<file path="src/rtl/cpu_pipeline_pkg.sv">
// Shared constants and types for the pipelined CPU stage registers.
package cpu_pipeline_pkg;

    // Payload widths of the four inter-stage registers
    localparam int unsigned IF_ID_W  = 96;
    localparam int unsigned ID_EX_W  = 280;
    localparam int unsigned EX_MEM_W = 203;
    localparam int unsigned MEM_WB_W = 135;

    // Bubble instruction inserted whenever a stage is empty
    localparam logic [31:0] NOP_INSTR = 32'h0;

    // Control bundle layout carried through the pipeline: WB bits lowest, then M, then EX
    localparam int unsigned WB_W   = 2;
    localparam int unsigned M_W    = 3;
    localparam int unsigned EX_W   = 4;
    localparam int unsigned WB_LSB = 0;
    localparam int unsigned M_LSB  = WB_LSB + WB_W;
    localparam int unsigned EX_LSB = M_LSB + M_W;
    localparam int unsigned CTRL_W = EX_LSB + EX_W;

    typedef struct packed {
        logic [EX_W-1:0] ex;
        logic [M_W-1:0]  m;
        logic [WB_W-1:0] wb;
    } ctrl_bundle_t;

    // Width of the back-pressure statistics counter
    localparam int unsigned STALL_CNT_W = 32;

    // Pointer width for a buffer of the given depth; a single-entry buffer still keeps a 1-bit pointer
    function automatic int unsigned ptr_width(input int unsigned depth);
        return (depth > 1) ? $clog2(depth) : 1;
    endfunction

endpackage

</file>
<file path="src/rtl/sat_counter.sv">
// Saturating up-counter used for performance statistics; holds at all-ones instead of wrapping.
module sat_counter #(
    parameter int n = 32
) (
    input  logic         clock,
    input  logic         reset,
    input  logic         inc,
    output logic [n-1:0] value
);

    // Count up on inc until every bit is set, cleared only by the asynchronous reset
    always_ff @(posedge clock or negedge reset) begin
        if (!reset) begin
            value <= '0;
        end else if (inc && (value != '1)) begin
            value <= value + 1'b1;
        end
    end

endmodule

</file>
<file path="src/rtl/pipeline_stage_buffer.sv">
// Elastic inter-stage register: DEPTH-entry circular buffer with valid/ready handshake,
// synchronous flush, bubble output when empty and a saturating stall counter.
module pipeline_stage_buffer
    import cpu_pipeline_pkg::*;
#(
    parameter int unsigned       WIDTH        = IF_ID_W,
    parameter int unsigned       DEPTH        = 2,
    parameter logic [WIDTH-1:0]  BUBBLE_VALUE = '0
) (
    input  logic                       clock,
    input  logic                       reset,
    input  logic                       flush,
    input  logic                       in_valid,
    output logic                       in_ready,
    input  logic [WIDTH-1:0]           in_data,
    output logic                       out_valid,
    input  logic                       out_ready,
    output logic [WIDTH-1:0]           out_data,
    output logic [$clog2(DEPTH+1)-1:0] count,
    output logic [STALL_CNT_W-1:0]     stall_cycles
);

    localparam int unsigned      CNT_W      = $clog2(DEPTH + 1);
    localparam int unsigned      PTR_W      = ptr_width(DEPTH);
    localparam int unsigned      MEM_SLOTS  = 1 << PTR_W;
    localparam logic [PTR_W-1:0] PTR_LAST   = PTR_W'(DEPTH - 1);
    localparam logic [CNT_W-1:0] FULL_COUNT = CNT_W'(DEPTH);

    // Storage is sized to the full pointer range so every pointer value indexes a real slot;
    // slots at or beyond DEPTH are never written because the pointers wrap at DEPTH-1.
    logic [WIDTH-1:0] mem [MEM_SLOTS];
    logic [PTR_W-1:0] head;
    logic [PTR_W-1:0] tail;
    logic [PTR_W-1:0] head_next;
    logic [PTR_W-1:0] tail_next;
    logic [CNT_W-1:0] count_q;
    logic             push;
    logic             pop;
    logic             stall_inc;

    // A single-entry stage must accept while its occupant leaves to reach full throughput;
    // deeper buffers keep in_ready a function of held state only.
    generate
        if (DEPTH == 1) begin : g_single
            assign in_ready = ((count_q == '0) | out_ready) & ~flush;
        end else begin : g_skid
            assign in_ready = (count_q < FULL_COUNT) & ~flush;
        end
    endgenerate

    assign out_valid = (count_q != '0) & ~flush;
    assign out_data  = out_valid ? mem[head] : BUBBLE_VALUE;
    assign count     = count_q;

    assign push      = in_valid & in_ready;
    assign pop       = out_valid & out_ready;
    assign stall_inc = out_valid & ~out_ready;

    assign head_next = (head == PTR_LAST) ? '0 : head + 1'b1;
    assign tail_next = (tail == PTR_LAST) ? '0 : tail + 1'b1;

    // Pointer and occupancy bookkeeping; flush empties the buffer and rewinds both pointers
    always_ff @(posedge clock or negedge reset) begin
        if (!reset) begin
            head    <= '0;
            tail    <= '0;
            count_q <= '0;
        end else if (flush) begin
            head    <= '0;
            tail    <= '0;
            count_q <= '0;
        end else begin
            if (push) begin
                tail <= tail_next;
            end
            if (pop) begin
                head <= head_next;
            end
            if (push && !pop) begin
                count_q <= count_q + 1'b1;
            end else if (!push && pop) begin
                count_q <= count_q - 1'b1;
            end
        end
    end

    // Payload storage is deliberately left without reset; invalid slots are masked by the bubble
    always_ff @(posedge clock) begin
        if (push) begin
            mem[tail] <= in_data;
        end
    end

    sat_counter #(
        .n(STALL_CNT_W)
    ) u_stall_counter (
        .clock(clock),
        .reset(reset),
        .inc  (stall_inc),
        .value(stall_cycles)
    );

endmodule
</file>
<file path="config.mk">
export PLATFORM = sky130hd
export DESIGN_NAME = pipeline_stage_buffer
export DESIGN_NICKNAME = d
export VERILOG_FILES = /design/src/rtl/cpu_pipeline_pkg.sv /design/src/rtl/sat_counter.sv /design/src/rtl/pipeline_stage_buffer.sv
export SDC_FILE = /design/constraint.sdc
export NUM_CORES = 1
export LEC_CHECK = 0
export ABC_AREA = 1
export CAP_MARGIN = 20
export CORE_MARGIN = 5
export CORE_UTILIZATION = 35
export CTS_CLUSTER_SIZE = 20
export DETAILED_ROUTE_END_ITERATION = 16
export RECOVER_POWER = 25
export SLEW_MARGIN = 5
export SYNTH_ARGS = -nofsm -noshare
export SYNTH_HDL_FRONTEND = slang
export SYNTH_SLANG_ARGS = --single-unit
</file>
<file path="constraint.sdc">
create_clock -name clock -period 6.53 [get_ports clock]
set_input_delay 1.6325 -clock clock [delete_from_list [all_inputs] [get_ports clock]]
set_output_delay 1.6325 -clock clock [all_outputs]
set_load 0.01 [all_outputs]
</file>
==> metrics.txt, run 1 <==
status completed; Final nets 1413; CTS Buffer Depth 3; final worst-path cycle share ~85%; fmax between 150 and 200 MHz; max-cap viol count 0; largest net degree at the start of global routing 80; Critical Path Start Type primary input; Syn Std Cell Area 10080 um2; Syn Area/Cell between 9 and 10 um2; final hold viol count 0; Fillers 2674; post-CTS setup repair buffer count 0; #FFs+latches synth 228; Power Density between 200 and 300 nW/um2; CP top delay family buffers and inverters; Worst-path clk slew around 0.060 ns; clock sinks around 230; synthesis warning total 0; Starting Density a little over a third; setup violators final 0; CORE AREA around 29000 um2; flop2flop setup slack roughly 4.2 ns; met2 wire len about 12 mm; critical path's slowest cell clkdlybuf4s50_1; Die W 179.7 um; HPWL after DPL ~17 mm; initial DRC count about 550; vias in the first global route about 7700; CTS H-tree depth 1; Slew headroom ~49%; sequential element share of the synthesized area 66.16%; initial antenna violation count 20; All-Layer GR Usage roughly 16%; First-pass DRT Iterations 5; cts hold-fix bufs 0; Synth Instances approximately 1100; Min-Delay Path Depth 2; Placed Cells about 1700; drt drc 0; VDD IR max about 0.00016 V; critical setup path kind primary input to output pin; dpl cell area about 13000 um2; Final Max Tran Viols 0; CP peak stage delay around 0.55 ns; reg2reg path depth 4; Sequential Area ~6700 um2; CP endpoint kind output pin; first-pass GRT wire length 41.78 mm; Top Layer Used met5; CP Max Fanout 36; CP Cell Sequence clkdlybuf4s50_1 -> inv_2 -> o21ai_1 -> inv_2 -> buf_4 -> nand2_1 -> inv_1 -> clkdlybuf4s50_1; CTS Buf Count 26; Worst Hold Class flip-flop to flip-flop; Final ANT Viol Nets 0; Die Y-Extent 179.7 um; Worst Hold Launch u_stall_counter.value[0]$_DFFE_PN0P_; Place WS 0.9540 ns; Critical Path Start flush; Setup WS post-layout 0.9702 ns; total die area around 32000 um2; Slew @ Worst Pin ~0.76 ns; GPL Wtd Cong around 0.85; syn_nets 1181; vias after detailed routing 7619; final global-route overflow total 0; DR WL met3 2.232 mm; Yosys cell types 27; fin area between 10000 and 15000 um2; arrival time worst endpoint roughly 4 ns; multi-input combinational cell area 2766 um2; r2r startpoint count[1]$_DFFE_PN0P_; Max Clock Skew approximately 0.0093 ns; share of cells above drive strength 1 4.959%; Hold Path End u_stall_counter.value[0]$_DFFE_PN0P_; Routed WL 26.08 mm; CP Data Required Time between 4 and 5 ns; post-CTS resize count 0; CP bufs+invs 6; Static Leak approximately 0.006 uW; root buf cell clkbuf_16; TritonCTS clock tree done; Port-buffer cells 232; I/O pin cnt ~230; FF-to-FF End mem[0][0]$_DFFE_PP_; Clock Latency Late Sink ~0.52 ns; num rows between 60 and 70; RSZ-0062 raised after global routing false; Met1 Wirelength about 11 mm; Min Clock Period, post-route 5.560 ns; vias per cell ~4.4; Routed WL per cell ~15 um; Finished Layout Cells ~1700; Syn-to-layout area delta 36.51%
==> state kept, by name, indices dropped and copies added (netlist names) <==
name,flops
tail,1
head,1
mem,192
count,2
u_stall_counter.value,32
==> worst max path at each step <==
stage,to,cells after the start
after floorplan,mem[0][0]$_DFFE_PP_,3
after global placement,out_data[87],8
after detailed placement,out_data[87],8
after CTS,out_data[87],8
after global routing,out_data[15],8
final,out_data[87],8
==> worst reg2reg max path: cells and delay by family, from the launching register on <==
| kind | cells | cell delay, ns |
|---|---|---|
| flip-flops | 1 | 0.42 |
| AND/OR/NAND/NOR | 3 | 1.06 |
| buffers and inverters | 1 | 0.44 |
==> layer usage <==
metal | global-route usage (%) | vias to the layer above
li1 | - | 3831
met1 | 20.32 | 3483
met2 | 25.08 | 207
met3 | 6.366 | 72
met4 | 4.389 | 26
met5 | 0 | -
==> where the power goes <==
| part | internal (uW) | switching, uW | total (uW) |
|---|---|---|---|
| clock | 951 | 578 | 1530 |
| combinational | 239 | 327 | 565 |
| sequential | 1670 | 44.5 | 1710 |
| total | 2860 | 949 | 3810 |
==> cells in the mapped netlist <==
cell / n / share of area (%)
nand3_1: 18 / 0.89
inv_2: 3 / 0.11
inv_4: 1 / 0.062
nor2_4: 2 / 0.22
dfrtp_1: 36 / 8.9
clkbuf_1: 22 / 0.82
o21bai_1: 1 / 0.075
buf_2: 5 / 0.25
nand2_4: 2 / 0.22
or2_2: 1 / 0.062
edfxtp_1: 192 / 57
inv_1: 126 / 4.7
buf_6: 2 / 0.22
nand2_1: 574 / 21
o21ai_0: 7 / 0.35
o21ai_1: 1 / 0.050
a21oi_1: 1 / 0.050
nor2_1: 52 / 1.9
buf_1: 4 / 0.15
nor2_2: 2 / 0.12
xor2_1: 7 / 0.61
nand3b_1: 3 / 0.22
ha_1: 1 / 0.12
xnor2_1: 7 / 0.61
nand4_1: 4 / 0.25
nand2_2: 2 / 0.12
buf_4: 3 / 0.22
==> metrics by stage <==
stage               total power, uW  TNS [ns]  util (%)  hold slack [ns]
finish                         3806         0     48.18           0.5728
global route                   3981         0     48.17           0.6110
CTS                            3870         0     48.13           0.5838
detailed placement             2326         0     44.93           0.5676
global placement               2321         0     44.93           0.5553
floorplan                      2022    -12.94         -           0.4843
==> cell usage in the layout (no fill, tap or decap), types with 2 or more instances in the layout <==
| cell type | instances |
|---|---|
| xor2_1 | 7 |
| buf_12 | 3 |
| clkdlybuf4s50_1 | 158 |
| clkinv_1 | 4 |
| nand2_2 | 2 |
| inv_1 | 126 |
| nand2_4 | 2 |
| inv_2 | 3 |
| nand3b_1 | 3 |
| nor2_4 | 4 |
| xnor2_1 | 7 |
| dlygate4sd3_1 | 74 |
| edfxtp_1 | 192 |
| nand2_1 | 574 |
| clkinv_2 | 6 |
| diode_2 | 6 |
| dfrtp_1 | 35 |
| nand3_1 | 18 |
| nand4_1 | 4 |
| o21ai_0 | 7 |
| clkbuf_16 | 27 |
| clkinv_4 | 3 |
| nor2_1 | 50 |
| nor2_2 | 2 |
| buf_4 | 5 |
| bufinv_16 | 5 |
| clkbuf_1 | 2 |
==> final cells by class <==
cell class / instances / share of cell area (%)
clock inverters: 19 / 1.665
diodes: 6 / 0.1092
flip-flops and latches: 228 / 48.49
repair buffers: 240 / 17.59
inverters: 130 / 3.566
clock buffers: 29 / 4.967
multi-input cells: 685 / 20.11
well taps: 384 / 3.493
==> logic make-up (layout without fill, tap and decap cells) <==
logic type / after synthesis / after routing / share of synthesized area [%]
and+or+nand+nor: 660 / 660 / 25.44
DFF: 228 / 228 / 66.16
buffers and inverters: 166 / 418 / 6.532
xor gates and xnor gates: 14 / 14 / 1.217
AOI/OAI and AO/OA: 10 / 10 / 0.5214
adders and majority gates: 1 / 1 / 0.1242
other: 0 / 6 / 0
(Power assumes the default switching activity.)
==> inputs of run 2 (changes only) <==
- CELL_PAD_IN_SITES_DETAIL_PLACEMENT: default -> 2
- CELL_PAD_IN_SITES_GLOBAL_PLACEMENT: default -> 2
- CORE_UTILIZATION: 35 -> 30
- PLACE_DENSITY_LB_ADDON: default -> 0.1
- REMOVE_ABC_BUFFERS: default -> 1
==> run 2 against run 1 <==
Effect of this change: design area grew 0.39%; sequential share of layout area shrank 0.19 points; combinational power grew 2%; via count grew 5.9%; hold slack gained 0.0064 ns; power shrank 0.76%; highest routed layer unchanged.
==> metrics.txt, run 2 (synthesized netlist as in run 1, its figures left out) <==
status completed; r2r startpoint count[1]$_DFFE_PN0P_; GPL Wtd Cong between 0.7 and 0.8; Worst Hold Launch u_stall_counter.value[0]$_DFFE_PN0P_; Routed WL about 33 mm; total power between 3000 and 4000 uW; CP Max Fanout 29; reg2reg path depth 4; Int Pwr roughly 2800 uW; HPWL after DPL 22.80 mm; Port-buffer cells 232; Routed WL per cell about 18 um; max reg flops approximately 190; RSZ-0062 raised after global routing false; CP Cell Sequence clkdlybuf4s50_1 -> inv_2 -> o21ai_1 -> clkinv_2 -> buf_4 -> nand2_1 -> inv_1 -> clkdlybuf4s50_1; Reg power frac a little under half; Slew @ Worst Pin 0.9195 ns; CP endpoint kind output pin; CTS H-tree depth 1; first-pass GRT wire length roughly 51 mm; commonest non-fill, non-tap cell in the layout nand2_1; flop2flop setup slack 4.15 ns; Clock Latency Late Sink around 0.53 ns; CP peak stage delay ~0.56 ns; initial antenna violation count 10; TritonCTS clock tree done; Setup WS post-layout approximately 0.81 ns; post-CTS setup repair buffer count 0; Sw Pwr around 990 uW; fin util roughly 41%; CTS Buffer Depth 3; Min Clock Period, post-route around 5.7 ns; vias per cell about 4.5; Final Max Tran Viols 0; I/O pin cnt 233; Combinational Power Share between 15 and 20%; Syn-to-layout area delta 37.04%; critical setup path kind primary input to output pin; clock power share around 39%; cts hold-fix bufs 0; total die area 37350 um2; All-Layer GR Usage between 10% and 20%; Die Y-Extent slightly below 200 um; CORE AREA 33360 um2; fmax approximately 170 MHz; vias in the first global route 8861; most frequent cells in the layout nand2_1 (574), edfxtp_1 (192), clkdlybuf4s50_1 (157); CP Data Required Time slightly below 5 ns; root buf cell clkbuf_16; Critical Path Start flush; vias after detailed routing around 8000; Slew headroom between 30% and 40%; critical path's slowest cell clkinv_2; Sw Ratio 26.10%; Hold Path End u_stall_counter.value[0]$_DFFE_PN0P_; num rows 67; post-CTS resize count 0; Max Clock Skew around 0.011 ns; VDD IR max 0.0001865 V; Worst-path clk slew around 0.06 ns; Worst Hold Class flip-flop to flip-flop; max-cap viol count 0; Biggest register mem; drt drc 0; largest net degree at the start of global routing 75; setup violators final 0; Final ANT Viol Nets 0; share of cells above drive strength 1 between 4 and 5%; initial DRC count approximately 260; FF-to-FF End mem[1][5]$_DFFE_PP_; Power Density 273.5 nW/um2; most used cell, CP clkdlybuf4s50_1; final hold viol count 0; Final nets 1416; final worst-path cycle share between 80 and 90%; First-pass DRT Iterations 4; Die W between 150 and 200 um; Min-Delay Path Depth 2; final global-route overflow total 0; CTS Buf Count 28; arrival time worst endpoint ~4.1 ns; clock sinks about 230; Place WS about 0.76 ns; Static Leak ~0.0061 uW; Critical Path Start Type primary input; Starting Density between 30 and 40%
## run 2: cell types whose count changed in the layout (fill, tap and decap cells not counted), sizes merged
cell | before | now
clkdlybuf4s50 | 158 | 157
bufinv | 5 | 1
clkbuf | 29 | 41
inv | 130 | 128
clkinv | 13 | 11
buf | 8 | 10
## run 2: how the worst max path moves through the flow
| stage | to | slack [ns] |
|---|---|---|
| finish | out_data[49] | 0.81 |
| detailed placement | out_data[16] | 0.76 |
| global placement | out_data[76] | 0.85 |
| floorplan | mem[0][0]$_DFFE_PP_ | -0.07 |
| CTS | out_data[49] | 0.75 |
| global route | out_data[49] | 0.62 |
## run 2: area by class of cell
type	instances	area, um2
clock inverter	11	80.08
timing repair buffer	241	2422
antenna	6	15.01
tap	448	560.5
sequential	228	6670
fill	3653	19560
clock buffer	41	800.8
inverter	130	493.0
multi-input combinational	685	2766
## run 2: power by group through the flow
stage               sequential, uW  combinational (uW)  clock, uW
finish                        1720                 579       1480
detailed placement            1750                 604          0
CTS                           1720                 611       1530
floorplan                     1750                 256          0
global placement              1740                 587          0
global route                  1730                 647       1600
## run 2: critical path, delay by kind of cell
| kind | cells | cell delay [ns] |
|---|---|---|
| buffers and inverters | 6 | 2.08 |
| AO/OA/AOI/OAI | 1 | 0.25 |
| AND/OR/NAND/NOR | 1 | 0.11 |
## run 2: per-layer routing
layer	part of all wire (%)	track usage, %	up-vias
met1	41	20.67	4018
li1	-	-	3823
met5	0.064	0	-
met4	1.5	3.593	4
met2	53	32.15	175
met3	4.4	2.940	45
## run 2: stage by stage
step                area (um2)  std cells  setup TNS [ns]  hold slack, ns
floorplan                 9908       1043          -12.94          0.4843
CTS                      13790       1784               0          0.5961
detailed placement       12910       1732               0          0.5791
global route             13800       1786               0          0.6208
global placement         12910       1732               0          0.5638
finish                   13810       1790               0          0.5792
